File: src/rtl/serial_pattern_tx.sv
// Serial pattern transmitter: shifts a WIDTH-bit pattern out MSB first, load_reps+1 frames, GAP idle slots between frames.
// Latency: the MSB is presented in the cycle after the load edge; one bit or gap slot is consumed per advanced edge.
// Backpressure: advance=0 freezes all state, so outputs hold; loads are taken only in IDLE and are ignored otherwise.
module serial_pattern_tx #(
  parameter int WIDTH = 8,
  parameter int CNT_W = 4,
  parameter int GAP   = 2
) (
  input  logic             clk,
  input  logic             rst,
  input  logic             i_load_valid,
  output logic             o_load_ready,
  input  logic [WIDTH-1:0] i_load_data,
  input  logic [CNT_W-1:0] i_load_reps,
  input  logic             i_advance,
  input  logic             i_abort,
  output logic             o_ser_out,
  output logic             o_ser_valid,
  output logic             o_frame_start,
  output logic             o_done
);

  localparam int BW = $clog2(WIDTH);
  // A zero-length gap still needs a legal counter; it is simply never loaded.
  localparam int GW = (GAP > 0) ? $clog2(GAP + 1) : 1;
  localparam logic [BW-1:0] LAST_BIT = BW'(WIDTH - 1);
  localparam logic [GW-1:0] GAP_LOAD = GW'(GAP);
  localparam logic [GW-1:0] GAP_ONE  = GW'(1);

  typedef enum logic [1:0] {S_IDLE, S_SHIFT, S_GAP} state_t;

  state_t           r_state;
  state_t           w_next;
  logic [WIDTH-1:0] r_pattern;
  logic [WIDTH-1:0] r_shreg;
  logic [BW-1:0]    r_bit_cnt;
  logic [CNT_W-1:0] r_rep_cnt;
  logic [GW-1:0]    r_gap_cnt;
  logic             r_done;
  logic             w_last_bit;
  logic             w_last_rep;
  logic             w_last_gap;

  assign w_last_bit = (r_bit_cnt == LAST_BIT);
  assign w_last_rep = (r_rep_cnt == '0);
  assign w_last_gap = (r_gap_cnt == GAP_ONE);

  // State register.
  always_ff @(posedge clk or posedge rst) begin
    if (rst) r_state <= S_IDLE;
    else     r_state <= w_next;
  end

  // Next-state decode; abort overrides everything else.
  always_comb begin
    w_next = r_state;
    if (i_abort) begin
      w_next = S_IDLE;
    end else begin
      case (r_state)
        S_IDLE:  if (i_load_valid) w_next = S_SHIFT;
        S_SHIFT: begin
          if (i_advance && w_last_bit) begin
            if (w_last_rep)   w_next = S_IDLE;
            else if (GAP > 0) w_next = S_GAP;
            else              w_next = S_SHIFT;
          end
        end
        S_GAP:   if (i_advance && w_last_gap) w_next = S_SHIFT;
        default: w_next = S_IDLE;
      endcase
    end
  end

  // Datapath: pattern capture, shifting, frame/gap counting and the done pulse.
  always_ff @(posedge clk or posedge rst) begin
    if (rst) begin
      r_pattern <= '0;
      r_shreg   <= '0;
      r_bit_cnt <= '0;
      r_rep_cnt <= '0;
      r_gap_cnt <= '0;
      r_done    <= 1'b0;
    end else if (i_abort) begin
      r_shreg <= '0;
      r_done  <= 1'b0;
    end else begin
      r_done <= 1'b0;
      case (r_state)
        S_IDLE: begin
          if (i_load_valid) begin
            r_pattern <= i_load_data;
            r_shreg   <= i_load_data;
            r_rep_cnt <= i_load_reps;
            r_bit_cnt <= '0;
          end
        end
        S_SHIFT: begin
          if (i_advance) begin
            if (!w_last_bit) begin
              r_shreg   <= {r_shreg[WIDTH-2:0], 1'b0};
              r_bit_cnt <= r_bit_cnt + 1'b1;
            end else if (w_last_rep) begin
              r_done <= 1'b1;
            end else begin
              r_rep_cnt <= r_rep_cnt - 1'b1;
              r_shreg   <= r_pattern;
              r_bit_cnt <= '0;
              if (GAP > 0) r_gap_cnt <= GAP_LOAD;
            end
          end
        end
        S_GAP: begin
          if (i_advance) r_gap_cnt <= r_gap_cnt - 1'b1;
        end
        default: ;
      endcase
    end
  end

  // Outputs are pure decodes of registered state.
  always_comb begin
    o_load_ready  = 1'b0;
    o_ser_out     = 1'b0;
    o_ser_valid   = 1'b0;
    o_frame_start = 1'b0;
    o_done        = r_done;
    case (r_state)
      S_IDLE:  o_load_ready = 1'b1;
      S_SHIFT: begin
        o_ser_valid   = 1'b1;
        o_ser_out     = r_shreg[WIDTH-1];
        o_frame_start = (r_bit_cnt == '0);
      end
      default: ;
    endcase
  end

endmodule

File: config.mk
export PLATFORM = sky130hd
export DESIGN_NAME = serial_pattern_tx
export DESIGN_NICKNAME = d
export VERILOG_FILES = /design/src/rtl/serial_pattern_tx.sv
export SDC_FILE = /design/constraint.sdc
export NUM_CORES = 1
export LEC_CHECK = 0
export CORE_MARGIN = 3
export CORE_UTILIZATION = 62
export CTS_CLUSTER_DIAMETER = 100
export CTS_CLUSTER_SIZE = 28
export DETAILED_ROUTE_END_ITERATION = 12
export DONT_BUFFER_PORTS = 1
export PLACE_DENSITY = 0.85
export SKIP_LAST_GASP = 1
export SYNTH_ARGS = -nofsm -noshare
export SYNTH_HDL_FRONTEND = slang
export SYNTH_SLANG_ARGS = --single-unit
export TNS_END_PERCENT = 1
File: constraint.sdc
create_clock -name clk -period 2.5 [get_ports clk]
set_clock_uncertainty 0.1 [all_clocks]
set_input_delay 0.25 -clock clk [delete_from_list [all_inputs] [get_ports clk]]
set_output_delay 0.25 -clock clk [all_outputs]
set_load 0.03 [all_outputs]
### After elaboration in Yosys (flattened, before gate mapping)

Index checks and enable logic that the tools add are counted.

* $add $sub $neg: 3
* reductions and logical operators: 14
* muxes and demuxes: 36
* eq/ne operators: 15
* bitwise gates (word level): 1

Operators with widths (count)
* 8-bit 2-to-1 mux: 5
* 2-bit 2-to-1 mux: 9
* 4-bit 2-to-1 mux: 4
* 8-bit one-hot mux with 2 select lines: 1
* 3-bit != test (second input constant): 5
* 3-bit 2-to-1 mux: 4
* 6-bit AND reduction: 2
* 2-bit != test (second input constant): 5
* 1-bit 2-to-1 mux: 9
* 4-bit one-hot mux with 2 select lines: 1
* 2-bit one-hot mux with 3 select lines: 1
* 3-bit one-hot mux with 2 select lines: 1
* 3-bit AND reduction: 2
* 5-bit AND reduction: 1
* 2-bit by 1-bit == test with 1-bit output (second input constant): 2
* 4-bit zero test: 1
* 4-bit != test (second input constant): 1
* 2-bit one-hot mux with 2 select lines: 1
* 4-bit AND reduction: 1
* 2-bit nonzero test: 2
* 4-bit by 1-bit subtractor with 4-bit output (second input constant): 1
* 3-bit by 1-bit adder with 3-bit output (second input constant): 1
* 3-bit == test (second input constant): 1
* 3-bit zero test: 1
* 6 further kinds: 7

* word-level logic and storage cells: 76
* register bits: 28
* input port bits: 17

### Logic depth before layout (Yosys ltp)

Gate-level depths: netlist (run 1).

* depth in word-level cells: 6
* depth in mapped cells: 8
* gate-level depth less buffers: 6

### Least setup slack after synthesis (run 1)

OpenSTA, ideal clock, no wires.

* path type: reg2out
* start point: reg r_state[0]
* end point: out o_frame_start
* cell stages (with the launch flop): 5
* required time: 2150 ps
* path buffers: 2
* path slack: 543 ps
* arrival: 1607 ps
* path through: dfrtp_1 -> buf_6 -> or2b_1 -> buf_2 -> nor3b_1

* word-level cells in the longest chain between the ends: 2

RTL lines
* from (decl): RTL line 32 `state_t r_state;`
* from (signal assigned): RTL line 51 `else r_state <= w_next;`
* 2-bit by 1-bit == test with 1-bit output: RTL line 128 `case (r_state)`
* 1-bit 2-to-1 mux: RTL line 128
* to (decl): RTL line 19 `output logic o_frame_start,`

No other way between the ends.

### Worst setup path in the final report (run 1)

* start point: reg r_state[0]
* end point: out o_ser_out

* word-level cells in the longest chain between the ends: 2

RTL lines
* 2-bit by 1-bit == test with 1-bit output: RTL line 128
* 1-bit 2-to-1 mux: RTL line 128
* to (decl): RTL line 17 `output logic o_ser_out,`

No other way between the ends.

==> reports/qor.yml, run 1 <==
slew_headroom: 0.596
synthCells: 164
drt-total-wl_mm: 3.43
yosysSeqAreaShare: 0.438
numCtsBuffers: 3
maxCapViolCount: 0
antenna_found_initial: 0
fmax_ghz: 0.434
hpwl_mm: 2.33
p_leak_uw: 0.000764
drc: 0
cts_setup_buffers: 0
period_share: 0.923
fin_area_um2: 1800
yosysTopAreaCellShare: 0.438
placed_area_um2: 1640
cts_tree: "done"
first_pass_iters: 4
grt_max_degree: 29
hold_path.class: "input pin to flop"
synth_seq_cells: 28
synth-simple-area-share: 0.167
mostFrequentLayoutCell: "dfrtp_1"
regToRegStartpoint: "r_state[0]"
coreArea_um2: 2320
outcome: "completed"
reg2reg_setup_slack_ps: 500
die_h_um: 56.8
vias: 1305
drt_iter0_drc: 71
tightest_slew_ps: 604
netlist_area_um2: 1600
crit_start: "r_state[0]"
grt_overflow: 0
yosys_warnings: 0
initial_core_util: 0.690
gp_congestion: 0.834
path_class: "flop to primary output"
yosys.cell_types.count: 39
hold_viol: 0
ant_nets: 0
htreeDepth: 1
drive_gt1_frac: 0.147
clockBufferDepth: 2
reg2reg_depth: 5
fin_crit_ps: 2310
n_antenna_cell: 0
synthesis.nets: 188
grt_pass1_wl_mm: 5.80
synth_top_family_by_area: "compound AO/OA/AOI/OAI gates"
critical_path_arrival_ps: 1960
place.port_buffers: 0
boundaryPins: 22
synth_edf_count: 0
fin_util: 0.777
nFillCells: 156
finalNetCount: 202
muxShareOfSynthArea: 0.109
rr_endpoint: "r_shreg[0]"
fp-row-count: 17
cp-endpoint: "o_ser_out"
syn_area_per_cell_um2: 9.75
end_kind: "primary output"
clkSinkCount: 28
synth_compound_area_frac: 0.178
timing.setup.tns_ps: 0
synth_xor_xnor_area_share: 0
finalSetupViolCount: 0
die_width_um: 56.8
rsz0062_at_grt: "false"
die_area_um2: 3220
slew_violations: 0
insertion_delay_ps: 330
synthAdderAreaFrac: 0.0548
wire_per_inst_um: 16.7
first_global_vias: 1248
yosysTopAreaCell: "dfrtp_1"
grtUsageTotal: 0.230
layout.cells.most_common_list: "dfrtp_1, nand2_1, a21oi_1"
root_buffer: "clkbuf_4"
async_reset_ff_frac: 1.00
cp-start-kind: "flop"
crit_fanout: 12
cp.required_ps: 2150
clk_pin_slew_worst_paths_ps: 160
syn_to_final_growth_pct: 12.6
vias_per_cell: 6.37
peakVddDrop_mv: 0.464
ys.flop_type: "dfrtp_1"
power-per-cell-area_nw_per_um2: 631
ys_top_cells_by_area: "dfrtp_1, mux2_2, nand2_1"
[metrics by stage]
step | cells | total power [uW] | hold slack [ps] | setup slack (ps)
6_report | 205 | 1140 | 21.5 | 193
5_1_grt | 205 | 1200 | 2.24 | 72.9
4_1_cts | 204 | 1140 | 6.82 | 219
3_5_place_dp | 190 | 825 | 126 | 564
3_3_place_gp | 190 | 808 | 121 | 619
2_1_floorplan | 164 | 771 | 215 | 543
[Yosys cell counts (all sizes together) (2+ instances only)]
| cell type | count |
|---|---|
| a2111oi | 2 |
| a21oi | 15 |
| a311o | 2 |
| a311oi | 2 |
| and2 | 2 |
| buf | 7 |
| clkbuf | 2 |
| dfrtp | 28 |
| ha | 7 |
| inv | 10 |
| mux2 | 8 |
| mux2i | 8 |
| nand2 | 24 |
| nand3 | 5 |
| nand4 | 2 |
| nor2 | 8 |
| nor3b | 3 |
| o211ai | 7 |
| o21ai | 6 |
| o22ai | 3 |
| or2 | 2 |
[worst max-delay path, stage by stage (launching register included)]
cell and delay (ps):
dfrtp_1 560, or2b_1 410, inv_1 280, and2_1 370
[registers in the layout, indices dropped and copies added, names as in the netlist]
| name | flops |
|---|---|
| r_bit_cnt | 3 |
| r_shreg | 8 |
| r_pattern | 8 |
| r_state | 2 |
| r_gap_cnt | 2 |
| o_done | 1 |
| r_rep_cnt | 4 |
[routing by layer]
layer  vias up  share of wire  GRT usage  wire (um)
li1        617              -          -          -
met1       620           0.44      0.301       1510
met2        61           0.48      0.375       1660
met3         7          0.056     0.0322        193
met4         0          0.019      0.106         65
met5         -              0          0          0
[timing repair]
action,in CTS,in global routing
hold buffers,10,1
gates resized for setup,0,0
setup endpoints to repair,0,0
hold endpoints to repair,45,1
[worst min path at each step]
stage	from	to	slack (ps)	depth (start not counted)
after floorplan	rst	o_done	220	1
final	i_load_reps[1]	r_rep_cnt[1]	20	2
after detailed placement	rst	r_gap_cnt[0]	130	2
after global routing	i_load_reps[2]	r_rep_cnt[2]	2	2
after global placement	rst	r_gap_cnt[1]	120	2
after CTS	i_abort	r_state[0]	7	2
[area by class of cell]
cell class,instances,area [um^2],share of cell area
multi-input combinational,117,812,0.451
sequential,28,701,0.389
timing repair buffer,18,163,0.0903
inverter,10,37.5,0.0208
tap,28,35.0,0.0195
clock inverter,1,30.0,0.0167
clock buffer,3,22.5,0.0125
[logic make-up after synthesis]
logic type | after synthesis
and+or+nand+nor | 53
AOI/OAI and AO/OA | 41
DFF | 28
buffers and inverters | 19
muxes | 16
adders and majority gates | 7
[report_power, final]
part / internal [uW] / switching (uW)
sequential: 519 / 53.8
combinational: 118 / 146
clock: 162 / 137
(Power assumes the default switching activity.)
==> run 2, diff against run 1 <==
- CORE_UTILIZATION: 62 -> 65
- PLACE_DENSITY: 0.85 -> 0.88
- clock period: 2.5 -> 2.8 ns (I/O delays scaled with it)
==> reports/qor.yml, run 2 (synthesized netlist as in run 1, its figures left out) <==
cts_tree: "done"
power-per-cell-area_nw_per_um2: 578  # -8.5%
peakVddDrop_mv: 0.559  # +21%
die_area_um2: 3090  # -4.1%
cp.required_ps: 2420  # +270 ps
hpwl_mm: 2.42  # +4.0%
nFillCells: 145  # -7.1%
p_leak_uw: 0.000739  # -3.3%
mostFrequentLayoutCell: "dfrtp_1"
period_share: 0.871
layout.cells.most_common_list: "dfrtp_1, nand2_1, a21oi_1"
grtUsageTotal: 0.250  # +0.0205
drc: 0  # unchanged
drt_iter0_drc: 84  # +18%
grt_overflow: 0  # unchanged
regToRegStartpoint: "r_bit_cnt[0]"
first_pass_iters: 4  # unchanged
hold_viol: 0  # unchanged
slew_violations: 0  # unchanged
numCtsBuffers: 3  # unchanged
clkSinkCount: 28  # unchanged
rr_endpoint: "r_rep_cnt[3]"
n_antenna_cell: 0  # unchanged
die_h_um: 55.6  # -2.1%
hold_depth: 2  # unchanged
finalNetCount: 197  # -2.5%
grt_max_degree: 29  # unchanged
die_width_um: 55.6  # -2.1%
finalSetupViolCount: 0  # unchanged
htreeDepth: 1  # unchanged
top_usage_layer: "met2"
antenna_found_initial: 0  # unchanged
fmax_ghz: 0.410
clk_pin_slew_worst_paths_ps: 160  # about the same
syn_to_final_growth_pct: 10.1
vias_per_cell: 6.32  # -0.72%
critical_path_arrival_ps: 2060  # +100 ps
power_frac_seq: 0.502  # -0.002
hold_end: "r_rep_cnt[1]"
drive_gt1_frac: 0.128  # -0.0190
end_kind: "primary output"
ff_latch_area_um2: 701  # unchanged
initial_core_util: 0.703  # +0.0129
maxCapViolCount: 0  # unchanged
fp-row-count: 17  # unchanged
pre_cts_slack_ps: 633  # +69.4 ps
fin_crit_ps: 2440
clockBufferDepth: 2  # unchanged
cts_setup_buffers: 0  # unchanged
first_global_vias: 1267  # +1.5%
root_buffer: "clkbuf_4"
place.port_buffers: 0  # unchanged
ctsResizeCount: 0  # unchanged
insertion_delay_ps: 340  # about the same
timing.setup.tns_ps: 0  # unchanged
vias: 1264  # -3.1%
p_int_uw: 710  # -11%
reg2reg_depth: 6  # +1
clock_power_share: 0.264  # about the same
gp_congestion: 0.832  # -0.19%
slew_headroom: 0.280  # -0.316
grt_use_met1: 0.312  # +0.0101
drt-total-wl_mm: 3.60  # +5.0%
multi_input_comb_area_um2: 812  # unchanged
grt_util_met2: 0.444  # +0.0697
path_class: "flop to primary output"
boundaryPins: 22  # unchanged
reg2reg_setup_slack_ps: 550  # +50 ps
ctsHoldBuffers: 10  # unchanged
p_switching_uw: 307  # -9.0%
hold_path.class: "input pin to flop"
grt_use_met3: 0.0325  # +0.000299
grt_pass1_wl_mm: 6.12  # +5.5%
ant_nets: 0  # unchanged
rsz0062_at_grt: "false"
outcome: "completed"
crit_fanout: 14  # +2
hp-start: "i_load_reps[1]"
layout_setup_ws_ps: 360  # +167 ps
reg_top3: "r_pattern x8, r_shreg x8, r_rep_cnt x4"
coreArea_um2: 2280  # -1.8%
p_sw_frac: 0.301  # +0.00492
wire_per_inst_um: 18.0  # +7.6%
cp-start-kind: "flop"
tightest_slew_ps: 1080  # +475 ps
comb_power_share: 0.234  # about the same
## run 2: changes by cell type in the layout (fill, tap and decap cells not counted)
cell,previous run,this run
buf_4,7,3
dlygate4sd3_1,11,10
## run 2: how the worst max path moves through the flow
stage,from,end,slack [ps],cells past startpoint
floorplan,r_state[0],o_frame_start,810,4
global placement,r_state[1],r_shreg[2],780,6
detailed placement,r_bit_cnt[0],r_rep_cnt[3],630,6
CTS,r_state[1],o_ser_out,380,3
global route,r_state[1],o_ser_out,230,3
finish,r_state[1],o_ser_out,360,3
## run 2: per-layer routing
| metal | vias to the layer above | wire length [um] |
|---|---|---|
| met1 | 616 | 1470 |
| met4 | 0 | 53 |
| met5 | - | 0 |
| met3 | 4 | 168 |
| li1 | 605 | - |
| met2 | 39 | 1910 |
## run 2: area by class of cell
type	instances	share of cell area
Timing Repair Buffer	13	0.0697
Sequential cell	28	0.398
Inverter	10	0.0213
Multi-Input combinational cell	117	0.461
Tap cell	28	0.0199
Clock buffer	3	0.0128
Clock inverter	1	0.0171
## run 2: power groups by stage
stage	combinational [uW]	clock, uW	sequential (uW)
after floorplan	188	0	500
after global placement	206	0	512
after detailed placement	223	0	517
after CTS	236	270	509
after global routing	261	288	520
final	238	268	511
## run 2: worst max-delay path, stage by stage (launching register included)
cell and delay (ps):
dfrtp_1 560, or2b_1 430, inv_1 350, and2_1 380
## run 2: through the flow
stage / cell area, um^2 / cells / utilization / hold WS [ps] / power (uW)
final: 1760 / 200 / 0.774 / 32.7 / 1020
after global routing: 1760 / 200 / 0.774 / 24.9 / 1070
after CTS: 1760 / 200 / 0.774 / 34.0 / 1010
after detailed placement: 1610 / 186 / 0.706 / 250 / 740
after global placement: 1610 / 186 / 0.706 / 246 / 718
after floorplan: 1600 / 164 / - / 245 / 688
==> run 3, diff against run 2 <==
- REMOVE_ABC_BUFFERS: unset -> 1
- TNS_END_PERCENT: 1 -> unset
==> reports/qor.yml, run 3 (synthesized netlist as in run 1, its figures left out) <==
htreeDepth: 1  # unchanged
cts_setup_buffers: 0  # unchanged
initial_core_util: 0.703  # unchanged
hold_path.class: "input pin to flop"
drc: 0  # unchanged
die_area_um2: 3090  # unchanged
wl_met1_mm: 1.40  # -4.6%
clockBufferDepth: 2  # unchanged
slew_headroom: 0.312  # +0.0317
fin_hold_ws_ps: 34.3  # +1.53 ps
nFillCells: 145  # unchanged
clkSinkCount: 28  # unchanged
layout.cells.most_common_list: "dfrtp_1, nand2_1, a21oi_1"
rsz0062_at_grt: "false"
boundaryPins: 22  # unchanged
clock_power_share: 0.210  # -0.054
antenna_found_initial: 0  # unchanged
n_antenna_cell: 0  # unchanged
cp-start-kind: "flop"
top_layer_used: "met4"
first_global_vias: 1302  # +2.8%
vias: 1284  # +1.6%
place.port_buffers: 0  # unchanged
die_width_um: 55.6  # unchanged
hpwl_mm: 2.27  # -6.2%
end_kind: "primary output"
p_int_uw: 644  # -9.3%
grt_overflow: 0  # unchanged
path_class: "flop to primary output"
cp.required_ps: 2420  # about the same
peakVddDrop_mv: 0.366  # -35%
period_share: 0.893  # +0.0212
wire_per_inst_um: 16.8  # -6.8%
wl_met3_um: 177  # +5.4%
grtUsageTotal: 0.233  # -0.0169
critical_path_arrival_ps: 2120  # +60 ps
grt_pass1_wl_mm: 5.73  # -6.3%
slew_violations: 0  # unchanged
coreArea_um2: 2280  # unchanged
ctsResizeCount: 0  # unchanged
insertion_delay_ps: 330  # about the same
p_leak_uw: 0.000732  # -0.94%
outcome: "completed"
cts_tree: "done"
maxCapViolCount: 0  # unchanged
die_h_um: 55.6  # unchanged
ff_latch_area_um2: 701  # unchanged
timing.critical_path.slowest_stage_cell: "dfrtp_1"
drt-total-wl_mm: 3.36  # -6.8%
root_buffer: "clkbuf_4"
power_frac_seq: 0.542  # +0.040
finalSetupViolCount: 0  # unchanged
power-per-cell-area_nw_per_um2: 537  # -7.0%
drt_iter0_drc: 49  # -42%
drive_gt1_frac: 0.128  # unchanged
tightest_slew_ps: 1030  # -47.5 ps
crit_chain: "or2b_1, inv_1, and2_1"
cp_num_buf_inv: 1  # unchanged
multi_input_comb_area_um2: 812  # unchanged
clk_pin_slew_worst_paths_ps: 150  # about the same
dr_wl_met2_mm: 1.72  # -9.8%
timing.setup.tns_ps: 0  # unchanged
mostFrequentLayoutCell: "dfrtp_1"
gp_congestion: 0.839  # +0.79%
p_switching_uw: 293  # -4.5%
fp-row-count: 17  # unchanged
syn_to_final_growth_pct: 9.08
critPathMaxStageDelay_ps: 570  # about the same
p_sw_frac: 0.312  # +0.0110
crit_fanout: 14  # unchanged
reg_top3: "r_pattern x8, r_shreg x8, r_rep_cnt x4"
ant_nets: 0  # unchanged
vias_per_cell: 6.42  # +1.6%
fmax_ghz: 0.400  # -2.4%
fin_crit_ps: 2500  # +59.5 ps
first_pass_iters: 4  # unchanged
numCtsBuffers: 3  # unchanged
finalNetCount: 197  # unchanged
grt_max_degree: 29  # unchanged
comb_power_share: 0.248  # +0.014
critical_path.top_delay_family: "simple AND/OR/NAND/NOR gates"
hold_viol: 0  # unchanged
## run 3: cell count changes in the layout (fill, tap and decap cells not counted), sizes merged
cell / delta
bufinv: -1
clkbuf: +1
## run 3: per-layer routing
layer | vias to the layer above | global-route usage
li1 | 604 | -
met1 | 618 | 0.288
met2 | 54 | 0.410
met3 | 8 | 0.0371
met4 | 0 | 0.0833
met5 | - | 0
## run 3: path summary, 6_finish.rpt
| check | startpoint | end | slack [ps] | cells after the start |
|---|---|---|---|---|
| setup / recovery | r_state[1] | o_ser_out | 300 | 3 |
| hold / removal | i_abort | o_done | 30 | 3 |
| setup reg to reg | r_state[1] | r_shreg[5] | 580 | 6 |
| hold reg to reg | r_pattern[6] | r_pattern[6] | 430 | 1 |
| max in group asynchronous | rst | r_gap_cnt[0] | 1460 | 2 |
| min in group asynchronous | rst | r_gap_cnt[1] | 530 | 2 |
## run 3: per-stage QoR
step | instance area [um^2] | instances | worst slack (ps) | total power, uW | utilization
2_1_floorplan | 1550 | 155 | 635 | 678 | -
3_5_place_dp | 1610 | 186 | 687 | 732 | 0.706
3_3_place_gp | 1610 | 186 | 774 | 716 | 0.706
6_report | 1740 | 200 | 300 | 937 | 0.766
5_1_grt | 1740 | 200 | 171 | 997 | 0.766
4_1_cts | 1740 | 200 | 324 | 938 | 0.766
## run 3: power groups by stage
stage          registers, uW  logic [uW]  clock network, uW
5_1_grt                  515         261                221
2_1_floorplan            503         175                  0
3_5_place_dp             515         217                  0
6_report                 508         232                197
3_3_place_gp             511         205                  0
4_1_cts                  507         230                202
## run 3: cell type report
class / count / area share
clock buffer: 4 / 0.0208
inverter: 10 / 0.0215
sequential: 28 / 0.402
tap: 28 / 0.0201
multi-input combinational: 117 / 0.466
timing repair buffer: 13 / 0.0703
## run 3: worst reg2reg max path, cell delays in order (launching register included)
cell and delay (ps):
dfrtp_1 570, or2b_1 440, inv_1 410, buf_4 310
nand2_1 90, o211ai_1 100, a21oi_1 90
## run 3: timing repair
item,in CTS,in global routing
hold buffers,10,0
endpoints found under the setup margin,0,0
hold endpoints to repair,20,0
